[src/rtl/piso_serializer.sv]
// piso_serializer: parallel-in / serial-out transmitter.
// Takes one Width-bit word through a valid/ready handshake and emits it as
// Width/ChunkWidth chunks of ChunkWidth bits. The final chunk of every word is
// flagged with out_last_o. A new word may be loaded on the same edge that the
// last chunk of the previous word leaves, so words stream without bubbles.
module piso_serializer #(
  parameter int Width      = 32,
  parameter int ChunkWidth = 8,
  parameter bit MsbFirst   = 1'b0
) (
  input  logic                  clk_i,
  input  logic                  srst_i,
  input  logic                  in_valid_i,
  output logic                  in_ready_o,
  input  logic [Width-1:0]      in_data_i,
  output logic                  out_valid_o,
  input  logic                  out_ready_i,
  output logic [ChunkWidth-1:0] out_data_o,
  output logic                  out_last_o,
  output logic                  busy_o
);

  localparam int Beats = Width / ChunkWidth;
  localparam int CntW  = (Beats > 1) ? $clog2(Beats) : 1;

  localparam logic [CntW-1:0] LastCnt = CntW'(Beats - 1);

  localparam logic [0:0] IDLE = 1'b0;
  localparam logic [0:0] SEND = 1'b1;

  // Reject geometries where the word does not split into whole chunks.
  if ((ChunkWidth < 1) || (ChunkWidth > Width) || ((Width % ChunkWidth) != 0)) begin : g_bad_geometry
    $error("piso_serializer: Width must be a positive multiple of ChunkWidth");
  end

  // Chunk that leaves first from a word, according to the chosen order.
  function automatic logic [ChunkWidth-1:0] head_chunk(input logic [Width-1:0] word);
    if (MsbFirst) begin
      return word[Width-1 -: ChunkWidth];
    end
    return word[ChunkWidth-1:0];
  endfunction

  // Word with its head chunk removed, so the next chunk becomes the head.
  function automatic logic [Width-1:0] advance_word(input logic [Width-1:0] word);
    if (Beats == 1) begin
      return '0;
    end
    if (MsbFirst) begin
      return word << ChunkWidth;
    end
    return word >> ChunkWidth;
  endfunction

  logic [0:0]            state_p0;
  logic [Width-1:0]      shift_p0;
  logic [ChunkWidth-1:0] data_p0;
  logic                  last_p0;
  logic [CntW-1:0]       beat_cnt_p0;

  logic            in_fire;
  logic            out_fire;
  logic [CntW-1:0] beat_cnt_nxt;

  // A word is taken when idle, or when the last chunk leaves this very cycle.
  assign in_ready_o   = !srst_i && ((state_p0 == IDLE) ||
                                    ((state_p0 == SEND) && out_ready_i && last_p0));
  assign in_fire      = in_valid_i && in_ready_o;
  assign out_fire     = (state_p0 == SEND) && out_ready_i;
  assign beat_cnt_nxt = beat_cnt_p0 + CntW'(1);

  assign out_valid_o = (state_p0 == SEND);
  assign busy_o      = (state_p0 == SEND);
  assign out_data_o  = data_p0;
  assign out_last_o  = last_p0;

  // --- stage p0: word load, chunk advance and end-of-word bookkeeping ---
  always_ff @(posedge clk_i) begin
    if (srst_i) begin
      state_p0    <= IDLE;
      shift_p0    <= '0;
      data_p0     <= '0;
      last_p0     <= 1'b0;
      beat_cnt_p0 <= '0;
    end else if (in_fire) begin
      state_p0    <= SEND;
      data_p0     <= head_chunk(in_data_i);
      shift_p0    <= advance_word(in_data_i);
      beat_cnt_p0 <= '0;
      last_p0     <= (Beats == 1);
    end else if (out_fire) begin
      if (last_p0) begin
        state_p0 <= IDLE;
        last_p0  <= 1'b0;
      end else begin
        beat_cnt_p0 <= beat_cnt_nxt;
        data_p0     <= head_chunk(shift_p0);
        shift_p0    <= advance_word(shift_p0);
        last_p0     <= (beat_cnt_nxt == LastCnt);
      end
    end
  end

endmodule

[config.mk]
export PLATFORM = sky130hd
export DESIGN_NAME = piso_serializer
export DESIGN_NICKNAME = d
export VERILOG_FILES = /design/src/rtl/piso_serializer.sv
export SDC_FILE = /design/constraint.sdc
export NUM_CORES = 1
export LEC_CHECK = 0
export ABC_AREA = 1
export CORE_UTILIZATION = 43
export DETAILED_ROUTE_END_ITERATION = 6
export GPL_ROUTABILITY_DRIVEN = 0
export PLACE_DENSITY = 0.75
export SLEW_MARGIN = 15
export SYNTH_ARGS = -nofsm -noshare
export SYNTH_HDL_FRONTEND = slang
export SYNTH_SLANG_ARGS = --single-unit
[constraint.sdc]
create_clock -name clk_i -period 1.2 [get_ports clk_i]
set_input_delay 0.24 -clock clk_i [delete_from_list [all_inputs] [get_ports clk_i]]
set_output_delay 0.24 -clock clk_i [all_outputs]
set_load 0.05 [all_outputs]
# Yosys cells after proc, flatten, opt, wreduce, memory -nomap -nowiden
# Index checks and enable logic that the tools add are counted.
[totals]
regBits = 36
in_bits = 36
out_inout_bits = 12
[classes]
add_sub_neg = 1
eq_ne = 2
n_mux = 10
n_bitwise = 2
reduce_logical = 12
[ops]
columns = ["operator", "count"]
rows = [
  ["$mux 24", 3],
  ["$mux 8", 3],
  ["$reduce_and 2->1", 3],
  ["$logic_and 1x1->1", 4],
  ["$mux 1", 4],
  ["$reduce_bool 2->1", 2],
  ["$add 2x1->2 const B", 1],
  ["$eq 2x2->1 const B", 1],
  ["$ne 2x1->1 const B", 1],
  ["$not 1->1", 2],
  ["$reduce_or 2->1", 1],
  ["$logic_not 1->1", 1],
  ["$logic_or 1x1->1", 1],
]

# Logic depth before layout (Yosys ltp)
# Gate-level depths: netlist of the first run.
[depth]
depth_word = 7
mapped_depth = 7
mapped_depth_nobuf = 6

# Worst setup path after synthesis of the first run
# Ideal clock, no wire load.
[synth_path]
path_type = "register to register"
from = "reg last_p0, in the netlist out_last_o"
to = "reg shift_p0[16]"
arrival_time_ns = 1.863
slack_ns = -0.733
path_stages_with_launch = 5
n_path_buf = 0
synth_period_minus_slack_ns = 1.933
path_cell_list = "dfxtp_1 -> nand2_1 -> a21oi_2 -> nand3_1 -> a21oi_1"
[synth_between]
elab_chain_cells = 6
word_cells_on_any_way = 8
[synth_lines]
columns = ["item", "line", "source"]
rows = [
  ["start, declared", "58", "logic last_p0;"],
  ["start signal, assigned", "90", "last_p0 <= (Beats == 1);"],
  ["start signal, assigned", "99", "last_p0 <= (beat_cnt_nxt == LastCnt);"],
  ["$logic_and 1x1->1 *", "67", "((state_p0 == SEND) && out_ready_i && last_p0));"],
  ["$logic_or 1x1->1 *", "66", "assign in_ready_o = !srst_i && ((state_p0 == IDLE) ||"],
  ["$logic_and 1x1->1 *", "66", ""],
  ["net in_ready_o", "14", "output logic in_ready_o,"],
  ["$logic_and 1x1->1 *", "68", "assign in_fire = in_valid_i && in_ready_o;"],
  ["$ne 2x1->1 (no source line) / $reduce_bool 2->1 (equally long branches)", "--", ""],
  ["$reduce_and 2->1 (no source line)", "--", ""],
  ["end signal, assigned", "88", "shift_p0 <= advance_word(in_data_i);"],
  ["end signal, assigned", "98", "shift_p0 <= advance_word(shift_p0);"],
  ["end, declared", "56", "logic [Width-1:0] shift_p0;"],
]
# Mark *: on every way through the listed nets, which the timed path passes. The rest lies on a longest branch.
# A chain may end at the register's enable or synchronous reset.

# Final worst setup path of the first run
[layout_path]
from = "reg last_p0, in the netlist out_last_o"
to = "reg shift_p0[1]"
[layout_between]
elab_chain_cells = 6
word_cells_on_any_way = 8
[layout_lines]
columns = ["item", "line"]
rows = [
  ["$logic_and 1x1->1", "67"],
  ["$logic_or 1x1->1", "66"],
  ["$logic_and 1x1->1", "66"],
  ["$logic_and 1x1->1", "68"],
  ["$ne 2x1->1 (no source line) / $reduce_bool 2->1 (equally long branches)", "--"],
  ["$reduce_and 2->1 (no source line)", "--"],
]
# Parallel ways exist; a longest one is shown, timed or not.

==> results of run 1 <==
worst paths after layout:
kind / from / to / slack, ns / depth (start not counted)
worst max-delay path: out_last_o / shift_p0[1] / -0.20 / 8
worst min-delay path: shift_p0[11] / shift_p0[11] / 0.48 / 2
worst max register to register: out_last_o / shift_p0[1] / -0.20 / 8
worst min register to register: shift_p0[11] / shift_p0[11] / 0.48 / 2
logic make-up (layout without fill, tap and decap cells):
kind of cell	after synthesis	in the layout	share of synthesized area
fa+ha+maj	1	1	0.00682
buf+inv	52	117	0.118
compound gates	36	36	0.100
flops	36	36	0.393
xor+xnor	1	1	0.00478
simple gates	148	148	0.377
metrics by stage:
step                      hold WS (ns)  cell area, sq um  setup TNS (ns)
after floorplan                  0.388              1860          -0.757
after global placement           0.468              2580          -13.20
after detailed placement         0.473              2580          -14.91
after CTS                        0.474              2800           -2.43
after global routing             0.492              3120           -6.73
final                            0.482              3120           -5.01
sequential cells by signal (all words and copies together) (netlist names):
register     flops
shift_p0        24
out_data_o       8
beat_cnt_p0      2
busy_o           1
out_last_o       1
placed cells by master, fill, tap and decap left out:
master,n
clkbuf_16,5
nand2_2,11
nand3_4,1
a21oi_1,25
nand2_1,65
dlygate4sd2_1,2
nand3b_1,1
o21ai_2,1
nand3_1,27
dfxtp_4,2
a21oi_2,9
dfxtp_1,34
nand2_4,3
ha_1,1
xor2_1,1
clkbuf_1,2
nor2_4,1
inv_2,1
a21oi_4,1
inv_1,27
buf_6,6
clkbuf_8,6
nand3_2,15
nand4_1,24
clkdlybuf4s50_1,33
buf_4,15
buf_12,19
buf_16,1
layer usage:
layer	vias up	wire, microns
met1	1048	2610
met3	18	502
met4	0	164
li1	1035	-
met2	122	3130
met5	-	0
power by group through the flow:
| stage | combinational, mW | clock [mW] | sequential, mW |
|---|---|---|---|
| 4_1_cts | 0.748 | 0.907 | 1.32 |
| 5_1_grt | 0.943 | 0.964 | 1.34 |
| 3_3_place_gp | 0.698 | 0 | 1.35 |
| 2_1_floorplan | 0.297 | 0 | 1.41 |
| 3_5_place_dp | 0.706 | 0 | 1.35 |
| 6_report | 0.896 | 0.910 | 1.33 |
what timing repair did:
action	in CTS	in global routing
setup endpoints to repair	37	38
resized for setup	12	41
pin swaps	1	7
hold buffers	0	0
cloned	2	5
buffers inserted	7	5
critical path, delay by kind of cell, from the launching register on:
| kind | cells | cell delay [ns] |
|---|---|---|
| simple gates | 5 | 0.43 |
| buf+inv | 2 | 0.38 |
| flops | 1 | 0.37 |
| compound gates | 1 | 0.14 |
final cells by class:
cell class | instances | area, sq um
clock buffer | 8 | 90.1
fill | 284 | 942
inverter | 28 | 105
multi-input combinational | 186 | 1070
sequential | 36 | 728
tap | 50 | 62.6
timing repair buffer | 81 | 1060
==> results.py, run 1 <==
metrics = {
    "outcome": {
        "status": "finished with violations",
        "violations": "setup timing",
    },
    "timing": {
        "tightest_slew_ns": 0.353,
        "fin_ws_ns": -0.198,
        "period_share": 1.17,
        "setup-violations-final": 38,
        "fin_worst_skew_ns": 0.00459,
        "grt_setup_unrepaired": "yes",
        "max_clock_freq_ghz": 0.715,
        "finalHoldViolCount": 0,
        "period_needed_ns": 1.40,
        "finalMaxSlewViolations": 0,
        "slew_headroom": 0.765,
    },
    "logic_synthesis": {
        "synth_ff_type": "dfxtp_1",
        "ys_warn_count": 0,
        "syn_area_sq_mm": 0.00183,
        "synth.area.top_cells": "dfxtp_1 (39%), nand2_1 (16%), nand3_1 (11%)",
        "yosysTopAreaCell": "dfxtp_1",
        "synth_cells": 274,
        "synth_area_per_cell_sq_um": 6.69,
        "synth_most_common_cell": "nand2_1",
        "synth_edf_count": 0,
        "synth-seq-area-share": 0.393,
        "ys_ff_latch": 36,
        "yosys.area.top_type_share": 0.393,
        "ys_types": 19,
        "synth_fp_nets": 311,
        "synthArstFlopShare": 0,
        "ys_top_cells_by_count": "nand2_1 (77), nand3_1 (42), dfxtp_1 (36)",
    },
    "clocking": {
        "cts_buffers": 5,
        "htree_levels": 2,
        "clkTransAtPathRegs_ns": 0.07,
        "root_buffer": "clkbuf_8",
        "worstSkewPairLatency_ns": 0.29,
        "clock_sinks": 36,
        "clock_path_buffers": 2,
        "tritoncts": "done",
    },
    "floorplan": {
        "die_h_microns": 67.3,
        "die_x_microns": 67.3,
        "core_area_sq_mm": 0.00406,
        "rows": 23,
        "ios": 48,
        "dieArea_sq_mm": 0.00453,
        "start_util": 0.452,
    },
    "critical_path": {
        "crit_slowest_cell": "dfxtp_4",
        "critPathLaunchType": "flip-flop",
        "crit_chain": "nand2_4, buf_4, nand2_4, nand3_4, clkbuf_16, nand2_1, nand2_1, a21oi_1",
        "cp_max_fo": 8,
        "critPathArrivalTime_ns": 1.62,
        "critPathKind": "reg -> reg",
        "crit_path_end_kind": "flip-flop",
        "crit_required_ns": 1.42,
        "max_stage_delay_ns": 0.37,
    },
    "power": {
        "comb_power_share": 0.286,
        "p_switching_uw": 949,
        "pwr-share-clk": 0.290,
        "seqPwrFrac": 0.424,
        "powerDensity_mw_per_mm2": 1010,
        "ir_worst_vdd_uv": 536,
        "switching_share": 0.303,
        "cellLeakagePower_nw": 1.36,
        "internal_power_mw": 2.19,
        "finalPower_mw": 3.14,
    },
    "global_routing": {
        "grt_pass1_vias": 1800,
        "met1_usage": 0.301,
        "antenna_found_initial": 0,
        "grtUsageMet3": 0.0659,
        "grtUsageTotal": 0.245,
        "grt_busiest_layer": "met2",
        "grt_use_met2": 0.406,
        "grt-ovfl-total": 0,
        "grt_pass1_wl_microns": 8220,
        "grt_max_degree": 33,
    },
    "finish": {
        "drive_gt1_frac": 0.286,
        "area_delta_synth_final_pct": 70.0,
        "stdcell_count": 389,
        "utilization": 0.768,
        "diodes": 0,
        "nets": 375,
    },
    "drt": {
        "ant_nets": 0,
        "drtIter0Drc": 175,
        "drc": 0,
        "wire_per_inst_microns": 16.5,
        "vias_per_cell": 5.71,
        "first_pass_iters": 4,
        "via_count": 2223,
        "wl_microns": 6400,
    },
    "min_path": {
        "hold_path.class": "reg -> reg",
    },
    "place": {
        "dp_cells": 362,
        "dp_slack_ns": -0.460,
        "io_buffer_count": 47,
        "place.detailed.hpwl_microns": 3090,
    },
    "flow_run": {
        "cap_violations": 0,
    },
}
(Power assumes the default switching activity.)
==> run 2: changes to the inputs <==
Settings changed: CORE_UTILIZATION 43 to 56, DONT_BUFFER_PORTS set to 1, PLACE_DENSITY 0.75 to 0.74.
==> run 2 against run 1 <==
The run still ends with setup timing left. Sequential share of layout area grew 7.5 points. Worst hold slack worse by 0.46 ns. Core utilization decreased by 0.074 points. Count of clock-buffer cells in the layout down 1. Via count down 13%. Largest cell class unchanged.
==> results.py, run 2 (synthesis results as in run 1) <==
metrics = {
    "timing": {
        "holdWs_ns": 0.0219,
        "setup-violations-final": 38,
        "max_clock_freq_ghz": 0.730,
        "finalMaxSlewViolations": 0,
        "fin_ws_ns": -0.170,
        "finalHoldViolCount": 0,
        "slew_headroom": 0.813,
        "grt_setup_unrepaired": "yes",
        "fin_worst_skew_ns": 0.00849,
        "period_share": 1.14,
        "tightest_slew_ns": 0.280,
        "period_needed_ns": 1.37,
    },
    "drt": {
        "drtIter0Drc": 164,
        "vias_per_cell": 5.77,
        "first_pass_iters": 4,
        "wire_per_inst_microns": 14.9,
        "wl_microns": 4970,
        "drc": 0,
        "ant_nets": 0,
        "via_count": 1926,
    },
    "global_routing": {
        "grtUsageTotal": 0.285,
        "grt_pass1_vias": 1602,
        "grt_max_degree": 34,
        "grt_pass1_wl_microns": 7330,
        "antenna_found_initial": 0,
        "grt-ovfl-total": 0,
    },
    "critical_path": {
        "reg2reg_setup_slack_ns": -0.13,
        "cp-startpoint": "out_last_o",
        "critPathKind": "reg -> out",
        "cp_max_fo": 2,
        "crit_path_end_kind": "output pin",
        "critPathArrivalTime_ns": 1.13,
        "r2r_start": "out_last_o",
        "critPathLaunchType": "flip-flop",
        "setup.worst_path.end": "in_ready_o",
        "r2r_end": "shift_p0[15]",
        "crit_required_ns": 0.96,
        "reg2regPathDepth": 5,
    },
    "finish": {
        "largest_register": "shift_p0",
        "final_common_cell": "nand2_1",
        "diodes": 0,
        "nets": 327,
        "largest_reg_flops": 24,
        "drive_gt1_frac": 0.245,
        "layout_common_cells": "nand2_1 (66), nand3_1 (38), dfxtp_1 (34)",
        "area_delta_synth_final_pct": 28.8,
    },
    "power": {
        "cellLeakagePower_nw": 1.07,
        "powerDensity_mw_per_mm2": 1120,
        "ir_worst_vdd_uv": 817,
    },
    "clocking": {
        "clock_path_buffers": 2,
        "root_buffer": "clkbuf_4",
        "cts_buffers": 5,
        "worstSkewPairLatency_ns": 0.35,
        "tritoncts": "done",
        "clkTransAtPathRegs_ns": 0.11,
        "clock_sinks": 36,
        "htree_levels": 2,
    },
    "floorplan": {
        "ios": 48,
        "die_x_microns": 59.2,
        "rows": 20,
        "dieArea_sq_mm": 0.00351,
        "start_util": 0.596,
        "die_h_microns": 59.2,
        "core_area_sq_mm": 0.00308,
    },
    "outcome": {
        "violations": "setup timing",
        "status": "finished with violations",
    },
    "min_path": {
        "hold_path.class": "in -> reg",
    },
    "place": {
        "io_buffer_count": 0,
        "place.detailed.hpwl_microns": 2780,
        "dp_slack_ns": 0.0596,
    },
    "flow_run": {
        "cap_violations": 0,
    },
}
run 2: area by class of cell:
| class | count | area, sq um |
|---|---|---|
| tap | 44 | 55.1 |
| fill | 256 | 717 |
| sequential | 36 | 728 |
| multi-input combinational | 186 | 1000 |
| timing repair buffer | 33 | 404 |
| clock buffer | 7 | 65.1 |
| inverter | 28 | 105 |
run 2: where the power goes:
part           leakage [nW]  internal, mW  switching [mW]
logic                 0.733         0.243           0.359
registers             0.297          1.27          0.0427
clock network        0.0374         0.332           0.405
total                  1.07          1.84           0.807
run 2: what timing repair did:
action,CTS,global route
gates resized for setup,10,30
hold buffers,1,0
cloned,0,3
endpoints found under the hold margin,33,0
buffers inserted,4,1
setup endpoints to repair,4,37
pin swaps,2,1
run 2: worst min path at each step:
stage	start	endpoint	slack, ns	cells after the start
after floorplan	in_data_i[24]	shift_p0[16]	0.39	2
after global placement	srst_i	busy_o	0.31	1
after detailed placement	srst_i	busy_o	0.31	1
after CTS	in_data_i[30]	shift_p0[22]	0.02	2
after global routing	in_data_i[26]	shift_p0[18]	0.02	2
final	in_data_i[28]	shift_p0[20]	0.02	2
run 2: per-layer routing:
| layer | GRT usage | share of wire | vias up |
|---|---|---|---|
| met4 | 0.146 | 0.027 | 0 |
| met1 | 0.367 | 0.40 | 889 |
| met5 | 0 | 0 | - |
| met3 | 0.0546 | 0.070 | 14 |
| li1 | - | - | 938 |
| met2 | 0.451 | 0.50 | 85 |
run 2: worst max-delay path: stages (launching register included):
cell,delay [ns]
dfxtp_4,0.38
nand2_4,0.05
a21oi_4,0.18
buf_12,0.16
run 2: stage by stage:
step | area [sq um] | power (mW) | TNS [ns] | utilization | instances
finish | 2360 | 2.65 | -3.85 | 0.767 | 334
global route | 2360 | 2.76 | -5.86 | 0.767 | 334
CTS | 2200 | 2.58 | -0.410 | 0.715 | 330
detailed placement | 2030 | 1.81 | 0 | 0.659 | 318
global placement | 2030 | 1.80 | 0 | 0.659 | 318
floorplan | 1860 | 1.70 | -0.757 | - | 274
==> run 3: changes to the inputs <==
Settings changed: CORE_MARGIN set to 3.
==> run 3 against run 2 <==
The flow still finishes with violations (setup timing). Fmax fell by 4.1%. Routed wire length grew 18%. Count of clock-buffer cells in the layout increased by 1. Sequential power about the same. Largest cell class unchanged. Critical path depth increased by 3. Critical path type is now reg -> reg. Highest routed layer unchanged. Global-route usage fell by 4.9 points. Clock skew up 0.0027 ns.
==> results.py, run 3 (synthesis results as in run 1) <==
metrics = {
    "outcome": {
        "status": "finished with violations",
        "violations": "setup timing",
    },
    "clocking": {
        "htree_levels": 2,
        "cts_buffers": 5,
        "tritoncts": "done",
        "clock_sinks": 36,
        "clock_path_buffers": 2,
        "clkTransAtPathRegs_ns": 0.12,
        "worstSkewPairLatency_ns": 0.35,
        "root_buffer": "clkbuf_4",
    },
    "floorplan": {
        "die_h_microns": 63.2,
        "start_util": 0.596,
        "core_area_sq_mm": 0.00308,
        "ios": 48,
        "rows": 20,
        "dieArea_sq_mm": 0.00400,
        "die_x_microns": 63.2,
    },
    "timing": {
        "setup-violations-final": 40,
        "tightest_slew_ns": 0.211,
        "period_needed_ns": 1.43,
        "holdWs_ns": 0.0221,
        "finalSetupTns_ns": -5.02,
        "slew_headroom": 0.859,
        "grt_setup_unrepaired": "yes",
        "max_clock_freq_ghz": 0.700,
        "finalHoldViolCount": 0,
        "fin_ws_ns": -0.229,
        "period_share": 1.19,
        "fin_worst_skew_ns": 0.0111,
        "finalMaxSlewViolations": 0,
    },
    "finish": {
        "largest_reg_flops": 24,
        "final_common_cell": "nand2_1",
        "layout_common_cells": "nand2_1 (62), nand3_1 (42), dfxtp_1 (34)",
        "stdcell_count": 342,
        "area_delta_synth_final_pct": 34.7,
        "drive_gt1_frac": 0.275,
        "diodes": 0,
        "largest_register": "shift_p0",
        "nets": 334,
    },
    "drt": {
        "vias_per_cell": 6.16,
        "drc": 0,
        "wl_microns": 5870,
        "ant_nets": 0,
        "first_pass_iters": 6,
        "via_count": 2108,
        "drtIter0Drc": 282,
        "wire_per_inst_microns": 17.2,
    },
    "place": {
        "place.detailed.hpwl_microns": 2880,
        "io_buffer_count": 0,
        "dp_slack_ns": 0.0458,
        "dp_cells": 318,
    },
    "critical_path": {
        "setup.worst_path.end": "shift_p0[13]",
        "crit_chain": "buf_4, nand3b_1, buf_6, clkbuf_16, nand3_1, a21oi_1",
        "cp_max_fo": 12,
        "r2r_end": "shift_p0[13]",
        "cp_num_buf_inv": 3,
        "crit_path_end_kind": "flip-flop",
        "reg2reg_setup_slack_ns": -0.23,
        "cp_top_family": "buffers and inverters",
        "crit_slowest_cell": "dfxtp_4",
        "reg2regPathDepth": 6,
        "crit_required_ns": 1.47,
        "cp-startpoint": "out_last_o",
        "critPathLaunchType": "flip-flop",
        "critPathKind": "reg -> reg",
        "cp.depth": 6,
        "max_stage_delay_ns": 0.39,
        "r2r_start": "out_last_o",
        "critPathArrivalTime_ns": 1.70,
    },
    "global_routing": {
        "antenna_found_initial": 0,
        "grt_pass1_wl_microns": 7580,
        "grt_pass1_vias": 1659,
        "grt_max_degree": 40,
        "grtUsageTotal": 0.236,
        "grt-ovfl-total": 0,
    },
    "min_path": {
        "hold_path.class": "in -> reg",
    },
    "flow_run": {
        "cap_violations": 0,
    },
    "power": {
        "ir_worst_vdd_uv": 768,
        "powerDensity_mw_per_mm2": 1080,
        "cellLeakagePower_nw": 1.14,
    },
}
## run 3: repair_timing
item	4_1_cts	5_1_grt
cloned	0	5
hold endpoints to repair	33	0
pin swaps	2	9
endpoints found under the setup margin	5	40
hold buffers	1	0
setup buffers	4	6
gates resized for setup	5	39
## run 3: report_power, final
group	total, mW	internal (mW)	switching [mW]
sequential	1.32	1.27	0.0484
combinational	0.650	0.264	0.386
clock	0.702	0.289	0.413
## run 3: layer usage
| layer | global-route usage | routed length [microns] | vias up | part of all wire |
|---|---|---|---|---|
| li1 | - | - | 949 | - |
| met1 | 0.301 | 2260 | 982 | 0.39 |
| met2 | 0.373 | 2840 | 149 | 0.48 |
| met3 | 0.0695 | 573 | 28 | 0.098 |
| met4 | 0.0970 | 191 | 0 | 0.033 |
| met5 | 0 | 0 | - | 0 |
## run 3: per-stage QoR
step / instance area (sq um) / total power, mW / util
2_1_floorplan: 1860 / 1.70 / -
3_3_place_gp: 2040 / 1.80 / 0.663
3_5_place_dp: 2040 / 1.81 / 0.663
4_1_cts: 2170 / 2.53 / 0.705
5_1_grt: 2470 / 2.79 / 0.802
6_report: 2470 / 2.67 / 0.802
## run 3: worst min path at each step
stage	start	endpoint	cells after the start
after CTS	in_data_i[29]	shift_p0[21]	2
after detailed placement	srst_i	busy_o	1
final	in_data_i[29]	shift_p0[21]	2
after floorplan	in_data_i[24]	shift_p0[16]	2
after global placement	srst_i	busy_o	1
after global routing	in_data_i[29]	shift_p0[21]	2
## run 3: final cells by class
class,count,area (sq um)
sequential,36,728
tap,44,55.1
fill,209,609
inverter,28,105
timing repair buffer,40,500
clock buffer,8,58.8
multi-input combinational,186,1020
